## src/rtl/bus_source_mux_if.sv

```systemverilog
// rtl/bus_source_mux_if.sv - bus and control signals of the N-source bus multiplexer
// master drives sources and control, slave is the multiplexer itself.
interface bus_source_mux_if #(
   parameter int WIDTH = 8,
   parameter int N_SRC = 4
);
   localparam int SEL_W = $clog2(N_SRC);

   logic                   enable_n;
   logic                   mode;
   logic [SEL_W-1:0]       sel;
   logic                   sel_load;
   logic [N_SRC-1:0]       req;
   logic [N_SRC*WIDTH-1:0] data_in;
   logic [WIDTH-1:0]       y;
   logic                   y_valid;
   logic [N_SRC-1:0]       grant;

   modport master (
      output enable_n, mode, sel, sel_load, req, data_in,
      input  y, y_valid, grant
   );

   modport slave (
      input  enable_n, mode, sel, sel_load, req, data_in,
      output y, y_valid, grant
   );
endinterface

```

## src/rtl/bus_source_mux.sv

```systemverilog
// rtl/bus_source_mux.sv - registered N-source bus mux with direct select and round-robin modes
// Owner is cur_sel in direct mode, or the granted source while the arbiter is OWNED.
module bus_source_mux #(
   parameter int WIDTH = 8,
   parameter int N_SRC = 4
) (
   input  logic             clk,
   input  logic             rst,
   bus_source_mux_if.slave  bus
);
   localparam int SEL_W = $clog2(N_SRC);

   localparam logic [0:0] ST_IDLE  = 1'b0;
   localparam logic [0:0] ST_OWNED = 1'b1;

   logic [0:0]       state_q, state_d;
   logic             mode_q;
   logic [SEL_W-1:0] cur_sel_q, cur_sel_d;
   logic [SEL_W-1:0] rr_ptr_q, rr_ptr_d;
   logic [SEL_W-1:0] owner_q, owner_d;
   logic [N_SRC-1:0] grant_q, grant_d;
   logic [WIDTH-1:0] y_q, y_d;
   logic             y_valid_q, y_valid_d;

   logic             mode_chg;
   logic             sel_ok;
   logic             own_req;
   logic             owner_vld;
   logic [SEL_W-1:0] owner_idx;
   logic [SEL_W-1:0] rr_next;
   logic [WIDTH-1:0] src_data;
   logic             hi_found;
   logic [SEL_W-1:0] hi_idx, lo_idx, pick;

   function automatic logic [N_SRC-1:0] onehot(input logic [SEL_W-1:0] idx);
      logic [N_SRC-1:0] v;
      v = '0;
      for (int i = 0; i < N_SRC; i++) begin
         if (idx == SEL_W'(i)) v[i] = 1'b1;
      end
      return v;
   endfunction

   // Lowest requester at or above rr_ptr, otherwise lowest requester overall (wrap).
   always_comb begin
      hi_found = 1'b0;
      hi_idx   = '0;
      lo_idx   = '0;
      for (int i = N_SRC - 1; i >= 0; i--) begin
         if (bus.req[i]) begin
            lo_idx = SEL_W'(i);
            if (SEL_W'(i) >= rr_ptr_q) begin
               hi_found = 1'b1;
               hi_idx   = SEL_W'(i);
            end
         end
      end
      pick = hi_found ? hi_idx : lo_idx;
   end

   assign mode_chg  = (bus.mode != mode_q);
   assign sel_ok    = ({1'b0, bus.sel} < (SEL_W + 1)'(N_SRC));
   assign own_req   = |(bus.req & grant_q);
   assign rr_next   = (owner_q == SEL_W'(N_SRC - 1)) ? '0 : owner_q + SEL_W'(1);
   assign owner_vld = !mode_q || (state_q == ST_OWNED);
   assign owner_idx = mode_q ? owner_q : cur_sel_q;

   always_comb begin
      src_data = '0;
      for (int i = 0; i < N_SRC; i++) begin
         if (owner_idx == SEL_W'(i)) src_data = bus.data_in[i*WIDTH +: WIDTH];
      end
   end

   always_comb begin
      state_d   = state_q;
      cur_sel_d = cur_sel_q;
      rr_ptr_d  = rr_ptr_q;
      owner_d   = owner_q;
      grant_d   = grant_q;

      if (mode_chg) begin
         // The new mode is honoured only from the following edge.
         state_d = ST_IDLE;
         grant_d = '0;
      end else if (!bus.mode) begin
         state_d = ST_IDLE;
         grant_d = onehot(cur_sel_q);
         if (bus.sel_load && sel_ok) cur_sel_d = bus.sel;
      end else begin
         case (state_q)
            ST_IDLE: begin
               if (|bus.req) begin
                  owner_d = pick;
                  grant_d = onehot(pick);
                  state_d = ST_OWNED;
               end else begin
                  grant_d = '0;
               end
            end
            default: begin
               if (!own_req) begin
                  grant_d  = '0;
                  rr_ptr_d = rr_next;
                  state_d  = ST_IDLE;
               end
            end
         endcase
      end
   end

   assign y_valid_d = !bus.enable_n && owner_vld;
   assign y_d       = y_valid_d ? src_data : '0;

   always_ff @(posedge clk) begin
      mode_q <= bus.mode;
      if (rst) begin
         state_q   <= ST_IDLE;
         cur_sel_q <= '0;
         rr_ptr_q  <= '0;
         owner_q   <= '0;
         grant_q   <= '0;
         y_q       <= '0;
         y_valid_q <= 1'b0;
      end else begin
         state_q   <= state_d;
         cur_sel_q <= cur_sel_d;
         rr_ptr_q  <= rr_ptr_d;
         owner_q   <= owner_d;
         grant_q   <= grant_d;
         y_q       <= y_d;
         y_valid_q <= y_valid_d;
      end
   end

   assign bus.y       = y_q;
   assign bus.y_valid = y_valid_q;
   assign bus.grant   = grant_q;
endmodule

```

## src/flat_wrapper.sv

```systemverilog
// flat-port wrapper written by rule: the top's interface ports become plain ports
module bus_source_mux_flat 
#(
   parameter int WIDTH = 8,
   parameter int N_SRC = 4
)
  (clk, rst, bus_enable_n, bus_mode, bus_sel, bus_sel_load, bus_req, bus_data_in, bus_y, bus_y_valid, bus_grant);
  bus_source_mux_if #(.WIDTH(WIDTH), .N_SRC(N_SRC)) bus_i ();
  input  logic clk;
  input  logic rst;
  input wire logic [$bits(bus_i.enable_n)-1:0] bus_enable_n;
  input wire logic [$bits(bus_i.mode)-1:0] bus_mode;
  input wire logic [$bits(bus_i.sel)-1:0] bus_sel;
  input wire logic [$bits(bus_i.sel_load)-1:0] bus_sel_load;
  input wire logic [$bits(bus_i.req)-1:0] bus_req;
  input wire logic [$bits(bus_i.data_in)-1:0] bus_data_in;
  output wire logic [$bits(bus_i.y)-1:0] bus_y;
  output wire logic [$bits(bus_i.y_valid)-1:0] bus_y_valid;
  output wire logic [$bits(bus_i.grant)-1:0] bus_grant;
  assign bus_i.enable_n = bus_enable_n;
  assign bus_i.mode = bus_mode;
  assign bus_i.sel = bus_sel;
  assign bus_i.sel_load = bus_sel_load;
  assign bus_i.req = bus_req;
  assign bus_i.data_in = bus_data_in;
  assign bus_y = bus_i.y;
  assign bus_y_valid = bus_i.y_valid;
  assign bus_grant = bus_i.grant;
  bus_source_mux #(.WIDTH(WIDTH), .N_SRC(N_SRC)) u_core (.clk(clk), .rst(rst), .bus(bus_i));
endmodule
```

## config.mk

```make
export PLATFORM = sky130hd
export DESIGN_NAME = bus_source_mux_flat
export DESIGN_NICKNAME = d
export VERILOG_FILES = /design/src/rtl/bus_source_mux_if.sv /design/src/rtl/bus_source_mux.sv /design/src/flat_wrapper.sv
export SDC_FILE = /design/constraint.sdc
export NUM_CORES = 1
export LEC_CHECK = 0
export CAP_MARGIN = 20
export CORE_AREA = 2 2 55 57
export DETAILED_ROUTE_END_ITERATION = 10
export DIE_AREA = 0 0 57 59
export PLACE_DENSITY = 0.84
export SYNTH_ARGS = -nofsm -noshare
export SYNTH_HDL_FRONTEND = slang
export SYNTH_SLANG_ARGS = --single-unit
```

## constraint.sdc

```tcl
create_clock -name clk -period 3.85 [get_ports clk]
set_input_delay 0.77 -clock clk [delete_from_list [all_inputs] [get_ports clk]]
set_output_delay 0.77 -clock clk [all_outputs]
set_load 0.02 [all_outputs]
```

* Yosys cells after proc, flatten, opt, wreduce, memory -nomap -nowiden *
Index checks and enable logic that the tools add are counted.

operators by class
  add/sub/neg operators = 1
  magnitude comparators = 4
  eq/ne operators = 12
  muxes and demuxes = 42
  bitwise gates (word level) = 6
  reductions and logical operators = 15

operator list
  cell                                                                   count
  8-bit 2-to-1 mux                                                       4
  2-bit 2-to-1 mux                                                       15
  1-bit 2-to-1 mux                                                       19
  4-bit 2-to-1 mux                                                       4
  2-bit equality test, second input constant                             7
  4-bit AND reduction                                                    2
  4-bit OR reduction                                                     2
  2-bit by 1-bit equality test with 1-bit output, second input constant  3
  2-bit logical NOT                                                      3
  1-bit NOT                                                              5
  4-bit bitwise AND                                                      1
  1-bit by 2-bit >= comparator with 1-bit output, first input constant   2
  2-bit >= comparator, first input constant                              2
  2-bit OR reduction                                                     2
  3-bit != test, second input constant                                   1
  3-bit AND reduction                                                    1
  3-bit OR reduction                                                     1
  2-bit by 1-bit adder with 2-bit output, second input constant          1
  1-bit logical NOT                                                      2
  1-bit logical AND                                                      1
  1-bit logical OR                                                       1
  1-bit != test                                                          1

word-level totals
  bits in registers = 21
  input port bits = 43
  logic and storage cells = 88

* Logic depth before layout (Yosys ltp) *
Gate-level depths: netlist (run 1).

  depth after elaboration = 15
  depth in mapped cells = 6
  depth with buffers taken out = 5

* Least setup slack after synthesis (run 1) *
No wires, ideal clock.

  kind = input-to-reg
  from = input bus_mode
  to = register u_core.rr_ptr_q[0]
  setup time = 67 ps
  arrival = 2001 ps
  required time = 3783 ps
  slack = 1782 ps
  cell stages on the path = 5
  buffers on the path = 0
  path through = inv_1 ha_1 or3_4 or3_1 a21oi_2

between the ends
  word-level cells in the longest chain between the ends = 3

RTL lines
  what                                      line                   RTL
  start: declaration                        flat_wrapper.sv:12     input wire logic [$bits(bus_i.mode)-1:0] bus_mode;
  1-bit != test                             bus_source_mux.sv:61   assign mode_chg = (bus.mode != mode_q);
  1-bit NOT (no source line)                --
  4-bit AND reduction (no source line) (*)  --
  end signal: assignment                    bus_source_mux.sv:128  rr_ptr_q <= rr_ptr_d;
  end: declaration                          bus_source_mux.sv:19   logic [SEL_W-1:0] rr_ptr_q, rr_ptr_d;

Every way passes the cells marked *; elsewhere a longest branch is shown, timed or not.
A chain may end at the register's enable or synchronous reset.

* Final worst setup path (run 1) *
Ends and elaborated chain as after synthesis.

==> reports/metrics.csv, run 1 <==
metric;value;unit
status;complete, no violations;
worst skew pair latency;300;ps
leading area contributor after synthesis;dfxtp_1;
GRT Resource Usage Total;15.6;%
Final Skew;8.18;ps
Chip Height;59;um
clk sinks;21;
Max H-tree Level;1;
WHS;492;ps
Sum Neg Setup Slack;0;ps
vias in the first global route;977;
via/cell ratio;5.52;
CP Capture Type;flop;
Net count, final;211;
final setup margin;1370;ps
largest family of logic cells by synthesized area;multiplexers;
Simple-Gate Fraction of Synth Area;19.9;%
Synth Flop Type;dfxtp_1;
post-synthesis sequential area ratio;37.8;%
main area contributors after synthesis;dfxtp_1 38%, mux4_1 17%, a21oi_1 6.3%, and2b_1 5.4%, mux2i_1 2.7%;
number of synthesized flops with an enable pin;0;
FF-to-FF End;u_core.bus.y[1];
Max Cap Violations;0;
Starting Density;41.0;%
Hold Path Cell Cnt;2;
Yosys top cell area share;37.8;%
Final min period;2480;ps
antenna fix cells;0;
FILL cells;231;
max-slew violation count;0;
Final Non-Filler Cells;196;
clock-pin slew on the worst setup and hold paths;110;ps
Remaining Overflow, GRT;0;
maximum fanout along the worst path;6;
P&R area growth vs syn;54.6;%
fmax;402;MHz
Commonest cells post-synth;21 x dfxtp_1, 14 x a21oi_1, 8 x and2b_1, 8 x nand2_1, 7 x mux4_1;
Synth Area in XOR/XNOR;0;%
Mapped Cells;108;
crit path cell chain;clkdlybuf4s50_1, inv_1, ha_1, or3_4, or3_1, a21oi_2;
crit share post-route;64.5;%
ANT nets after route;0;
core area;0.00271;mm^2
largest net degree at the start of global routing;12;
Detailed Place HPWL;2160;um
Residual DRC;0;
via count;1081;
I/O pins;56;
drt initial violations;51;
Final GP Congestion;0.934;
setup bufs post-CTS;0;
Power Total;0.441;mW
end of the worst hold path;u_core.rr_ptr_q[0];
final setup fails;0;
die area;0.00336;mm^2
CTS Hold Buffers Added;0;
Clock Tree Root;clkbuf_4;
post-synthesis mux area share;22.5;%
kind of critical path;in -> reg;
share of cells above drive strength 1;6.67;%
register bit total from synthesis;21;
Worst R2R Setup Slack;1930;ps
drt first pass iters;4;
RSZ-0062 raised after global routing;false;
clock tree from TritonCTS;built;
adder-cell share of the synthesized area;2.25;%
RR Startpoint;u_core.mode_q;
die extent in x;57;um
Synth Net Count;153;
final wirelength;2570;um
first-pass GRT wire length;3990;um
arrival time worst endpoint;2730;ps
clock buffer depth;2;
port bufs;55;
cell depth of the worst flop-to-flop path;3;
pre-CTS setup slack;1050;ps
Synth cell types;31;
Compound-Gate Fraction of Synth Area;15.0;%
Worst Hold Class;reg -> reg;
wire per inst;13.1;um
row count;19;
CTS buffer count;3;
count leader, synth;dfxtp_1;
# resized after CTS;0;
hold path startpoint;u_core.rr_ptr_q[0];
Pleak;0.683;nW
relative slew slack;53.9;%
slowest cell on the critical path;clkdlybuf4s50_1;
CP startpoint kind;primary input;
syn avg cell area;10.3;um^2
final hold violation count;0;
Peak VDD IR;0.142;mV
Req. time, crit path;4090;ps
antenna violations before repair;0;
PwrDens;256;mW/mm^2
mapped cell area;0.00111;mm^2
Inst Count DP;192;
Tightest Pin Transition;672;ps
slowest stage delay, CP;580;ps
Synth warnings;0;
Async SR Flop Fraction;0;%
## worst max path at each step
stage               startpoint            endpoint  slack, ps  cells after the start
floorplan             bus_mode  u_core.rr_ptr_q[0]       1780                      5
global placement      bus_mode  u_core.rr_ptr_q[0]       1130                      6
detailed placement    bus_mode  u_core.rr_ptr_q[0]       1050                      6
CTS                   bus_mode  u_core.rr_ptr_q[0]       1380                      6
global route          bus_mode  u_core.rr_ptr_q[0]       1260                      6
finish                bus_mode  u_core.rr_ptr_q[0]       1370                      6
## routing by layer
metal	vias to the layer above	track usage, %	share of wire (%)
met5	-	0	0
met1	484	16.0	36
li1	521	-	-
met2	68	26.9	49
met4	0	8.64	2.5
met3	8	6.77	13
## cell usage in the layout, fill, tap and decap left out, types with 2 or more instances in the layout
| cell | Yosys | routed |
|---|---|---|
| a22oi_2 | 2 | 2 |
| or3_1 | 3 | 3 |
| nand3_1 | 4 | 4 |
| clkbuf_4 | 0 | 3 |
| clkdlybuf4s50_1 | 0 | 55 |
| nor3_1 | 5 | 5 |
| nand2_1 | 8 | 8 |
| ha_1 | 2 | 2 |
| dfxtp_1 | 21 | 21 |
| o21ai_0 | 2 | 2 |
| and2b_1 | 8 | 8 |
| inv_1 | 5 | 5 |
| nor2_1 | 6 | 6 |
| a21oi_1 | 14 | 14 |
| mux4_1 | 7 | 7 |
| mux2i_1 | 3 | 3 |
| nor3b_1 | 2 | 2 |
## where the power goes
part	total (mW)	leakage [nW]	switching, mW	internal (mW)
clock	0.102	0.0150	0.0612	0.0404
sequential	0.231	0.171	0.00610	0.225
combinational	0.108	0.497	0.0384	0.0696
## per-stage QoR
stage	util [%]	cell area [um^2]
2_1_floorplan	-	1110
3_3_place_gp	62.4	1690
3_5_place_dp	62.4	1690
4_1_cts	63.4	1720
5_1_grt	63.4	1720
6_report	63.4	1720
## sequential cells by signal, indices dropped and copies added (netlist names)
name	cells
u_core.bus.y	8
u_core.bus.grant	4
u_core.cur_sel_q	2
u_core.owner_q	2
u_core.rr_ptr_q	2
u_core.bus.y_valid	1
u_core.mode_q	1
u_core.state_q	1
## kinds of logic after synthesis
family | Yosys count
AND/OR/NAND/NOR | 40
AO/OA/AOI/OAI | 26
flip-flops | 21
multiplexers | 12
buffers and inverters | 7
adder cells (fa/ha/maj) | 2
## worst max-delay path, delay by kind of cell
| family | cells | cell delay, ps |
|---|---|---|
| simple gates | 2 | 750 |
| fa+ha+maj | 1 | 370 |
| buf+inv | 2 | 710 |
| compound gates | 1 | 130 |
## layout make-up
class	instances	area (um^2)	area share [%]
clock buffers	4	26.3	1.53
inverters	5	18.8	1.09
multi-input cells	80	663	38.6
flip-flops and latches	21	420	24.5
well taps	31	38.8	2.26
repair buffers	55	551	32.0
No activity file was read; power rests on OpenSTA's default activity.
==> inputs of run 2 (changes only) <==
CORE_AREA = 2 2 60 62   (was 2 2 55 57)
DIE_AREA = 0 0 62 64   (was 0 0 57 59)
PLACE_DENSITY = 0.75   (was 0.84)
clock period = 2.27 ns   (was 3.85 ns; I/O delays follow)
==> run 2 against run 1 <==
Routed wire length rose by 5.9%. Sequential share of layout area fell by 1.2 points. Utilization fell by 8.4 points. Combinational power rose by 81%. Register-to-register slack got worse by 1400 ps. Via count rose by 0.83%. Die area rose by 18%. Critical path depth did not move. Critical endpoint unchanged. Largest power group unchanged.
==> reports/metrics.csv, run 2 (synthesis gave the netlist of run 1 again) <==
metric;value;unit
status;complete, no violations;
largest net degree at the start of global routing;13;
Detailed Place HPWL;2330;um
Net count, final;220;
CTS Hold Buffers Added;0;
ANT nets after route;0;
Final Skew;3.23;ps
CP Capture Type;flop;
Largest register FFs;8;
Clock Tree Root;clkbuf_4;
slowest cell on the critical path;clkdlybuf4s50_1;
Worst Hold Class;reg -> reg;
Reg power frac;51.4;%
via count;1090;
Inst Count DP;216;
crit path cell chain;clkdlybuf4s50_1, inv_1, ha_1, or3_4, or3_1, a21oi_2;
Register Area;420;um^2
slowest stage delay, CP;480;ps
arrival time worst endpoint;2150;ps
commonest cells after routing, fill and taps aside;55 x clkdlybuf4s50_1, 21 x dfxtp_1, 14 x a21oi_1;
setup bufs post-CTS;0;
# resized after CTS;0;
Buffers & Inverters on Critical Path;2;
Tightest Pin Transition;501;ps
Remaining Overflow, GRT;0;
relative slew slack;66.4;%
area of the multi-input gates;663;um^2
RSZ-0062 raised after global routing;false;
Final GP Congestion;0.768;
clock-pin slew on the worst setup and hold paths;110;ps
leading cell type in the layout, fill and taps excluded;clkdlybuf4s50_1;
Int Power;0.575;mW
via/cell ratio;4.95;
wire per inst;12.4;um
Core Util, Final;55.0;%
CP startpoint kind;primary input;
PwrDens;421;mW/mm^2
Sum Neg Setup Slack;0;ps
fmax;523;MHz
drt first pass iters;4;
switching share of power;24.5;%
Residual DRC;0;
clock buffer depth;2;
die extent in x;62;um
clock share of power;22.9;%
core area;0.00328;mm^2
NetSw;0.186;mW
clk sinks;21;
final hold violation count;0;
kind of critical path;in -> reg;
crit share post-route;84.2;%
worst skew pair latency;300;ps
Chip Height;64;um
share of cells above drive strength 1;12.1;%
first-pass GRT wire length;4520;um
final wirelength;2720;um
row count;21;
Worst R2R Setup Slack;580;ps
Starting Density;33.8;%
Pleak;0.728;nW
final setup fails;0;
Max H-tree Level;1;
FILL cells;288;
maximum fanout along the worst path;2;
Final Non-Filler Cells;220;
Comb pwr share;25.6;%
Crit path max-delay family;simple AND/OR/NAND/NOR gates;
P&R area growth vs syn;62.5;%
I/O pins;56;
clock tree from TritonCTS;built;
CTS buffer count;3;
Final min period;1910;ps
max-slew violation count;0;
antenna violations before repair;0;
antenna fix cells;0;
vias in the first global route;1110;
port bufs;55;
Max Cap Violations;0;
drt initial violations;63;
GRT Resource Usage Total;15.0;%
Peak VDD IR;0.252;mV
die area;0.00397;mm^2
Req. time, crit path;2510;ps
[run 2: cell count changes in the layout (fill, tap and decap cells not counted)]
cell and delta:
buf_4 +9, clkbuf_1 -1, clkinv_2 +1
[run 2: cell type report]
type                    count  area share (%)
well taps                  46            3.19
multi-input cells          80            36.7
repair buffers             64            34.2
clock buffers               3            1.25
flip-flops and latches     21            23.3
inverters                   5            1.04
clock inverters             1           0.277
[run 2: power by group through the flow]
stage	Combinational (mW)	Sequential [mW]	Clock, mW
after floorplan	0.0688	0.408	0
after global placement	0.190	0.400	0
after detailed placement	0.195	0.400	0
after CTS	0.196	0.392	0.181
after global routing	0.212	0.394	0.198
final	0.195	0.391	0.174
[run 2: worst min-delay path, stage by stage, from the launching register on]
cell and delay, ps:
dfxtp_1 340, nand2_1 70, a21oi_2 40
[run 2: routing by layer]
| layer | vias to the layer above | GRT usage [%] | routed length (um) |
|---|---|---|---|
| li1 | 540 | - | - |
| met1 | 489 | 17.5 | 1060 |
| met2 | 56 | 24.3 | 1280 |
| met3 | 5 | 6.48 | 354 |
| met4 | 0 | 3.99 | 20 |
| met5 | - | 0 | 0 |
[run 2: stage by stage]
stage	setup WS [ps]	instance area, um^2	total power [mW]	hold WS, ps
after floorplan	518	1110	0.477	454
after global placement	58.8	1780	0.590	470
after detailed placement	46.2	1780	0.595	477
after CTS	357	1810	0.769	493
after global routing	288	1810	0.804	515
final	360	1810	0.761	490
[run 2: worst paths after layout]
check	end	start	depth (start not counted)
hold reg to reg	u_core.rr_ptr_q[0]	u_core.rr_ptr_q[0]	2
setup / recovery	u_core.rr_ptr_q[0]	bus_mode	6
hold / removal	u_core.rr_ptr_q[0]	u_core.rr_ptr_q[0]	2
setup reg to reg	u_core.rr_ptr_q[0]	u_core.mode_q	5
==> inputs of run 3 (changes only) <==
CORE_AREA = 2 2 57 59   (was 2 2 60 62)
DIE_AREA = 0 0 59 61   (was 0 0 62 64)
PLACE_DENSITY = 0.79   (was 0.75)
clock period = 1.8 ns   (was 2.27 ns; I/O delays follow)
==> run 3 against run 2 <==
Critical path depth shrank 1. Sequential power grew 26%. Total power grew 29%. Clock skew grew 10 ps. Register-to-register slack lost 520 ps. Via count grew 4.6%. Sequential cell count is the same. Largest cell class is now buffers.
==> reports/metrics.csv, run 3 (synthesis gave the netlist of run 1 again) <==
metric;value;unit
status;complete, no violations;
die extent in x;59;um
clk sinks;21;
worst skew pair latency;310;ps
row count;20;
crit path cell chain;inv_1, ha_1, or3_4, or3_4, a21oi_2;
clock tree from TritonCTS;built;
Clock Tree Root;clkbuf_4;
vias in the first global route;1214;
share of cells above drive strength 1;16.5;%
drt first pass iters;4;
Net count, final;228;
core area;0.00295;mm^2
Detailed Place HPWL;2300;um
via count;1140;
P&R area growth vs syn;67.5;%
Largest register FFs;8;
I/O pins;56;
antenna fix cells;0;
Inst Count DP;210;
pre-CTS setup slack;-350;ps
largest net degree at the start of global routing;12;
fmax;574;MHz
slowest cell on the critical path;dfxtp_1;
crit share post-route;96.7;%
Final GP Congestion;0.807;
Max H-tree Level;1;
final hold violation count;0;
clock-pin slew on the worst setup and hold paths;120;ps
maximum fanout along the worst path;3;
GRT Resource Usage Total;17.4;%
RSZ-0062 raised after global routing;false;
Final Non-Filler Cells;215;
max-slew violation count;0;
cell mode on critical path;or3_4;
die area;0.00360;mm^2
Worst Hold Class;in -> reg;
ANT nets after route;0;
Starting Density;37.6;%
arrival time worst endpoint;1980;ps
CP Capture Type;flop;
final wirelength;2770;um
first-pass GRT wire length;4740;um
leading cell type in the layout, fill and taps excluded;clkdlybuf4s50_1;
CTS buffer count;3;
antenna violations before repair;0;
CP startpoint kind;flop;
final setup margin;58.9;ps
Max Cap Violations;0;
Final Skew;13.7;ps
via/cell ratio;5.30;
Peak VDD IR;0.284;mV
Final min period;1740;ps
commonest cells after routing, fill and taps aside;53 x clkdlybuf4s50_1, 21 x dfxtp_1, 17 x buf_4;
wire per inst;12.9;um
kind of critical path;reg -> reg;
final setup fails;0;
Tightest Pin Transition;501;ps
clock buffer depth;2;
Remaining Overflow, GRT;0;
WHS;324;ps
CTS Hold Buffers Added;0;
Chip Height;61;um
FILL cells;250;
slowest stage delay, CP;410;ps
Residual DRC;0;
port bufs;55;
Pleak;0.785;nW
relative slew slack;66.3;%
PwrDens;526;mW/mm^2
Req. time, crit path;2040;ps
drt initial violations;33;
## run 3: stage by stage
stage	utilization, %	area [um^2]	total power [mW]	TNS (ps)
after floorplan	-	1110	0.602	0
after global placement	61.4	1810	0.754	-1350
after detailed placement	61.4	1810	0.762	-1680
after CTS	62.8	1850	0.984	0
after global routing	63.0	1860	1.02	0
final	63.0	1860	0.979	0
## run 3: report_power, final
part	switching (mW)	internal, mW	total, mW
registers	0.0123	0.481	0.494
logic	0.0894	0.171	0.260
clock network	0.139	0.0865	0.226
## run 3: path summary, 6_finish.rpt
path                       from                  to  slack (ps)  depth (start not counted)
max               u_core.mode_q  u_core.rr_ptr_q[0]          60                          5
max reg2reg       u_core.mode_q  u_core.rr_ptr_q[0]          60                          5
min                    bus_mode       u_core.mode_q         320                          2
min reg2reg  u_core.rr_ptr_q[0]  u_core.rr_ptr_q[0]         500                          2
## run 3: worst max-delay path: cells and delay by family (launching register included)
family,cells,cell delay [ps]
AND/OR/NAND/NOR,2,720
buffers and inverters,1,100
AO/OA/AOI/OAI,1,120
flip-flops,1,410
adder cells (fa/ha/maj),1,320
## run 3: what timing repair did
| item | 4_1_cts | 5_1_grt |
|---|---|---|
| endpoints found under the setup margin | 1 | 2 |
| pin swaps | 2 | 0 |
| buffers inserted | 1 | 0 |
| resized for setup | 1 | 3 |
## run 3: routing by layer
metal / GRT usage [%] / wire (um) / vias to the layer above
met1: 17.7 / 1010 / 513
met2: 31.3 / 1380 / 58
met3: 5.97 / 307 / 9
met4: 9.74 / 77 / 0
met5: 0 / 0 / -
li1: - / - / 560
## run 3: area by class of cell
cell class / instances / area, um^2 / share of cell area, %
Clock buffer: 4 / 26.3 / 1.41
Inverter: 5 / 18.8 / 1.01
Multi-Input combinational cell: 80 / 671 / 36.0
Sequential cell: 21 / 420 / 22.6
Tap cell: 33 / 41.3 / 2.22
Timing Repair Buffer: 72 / 683 / 36.7
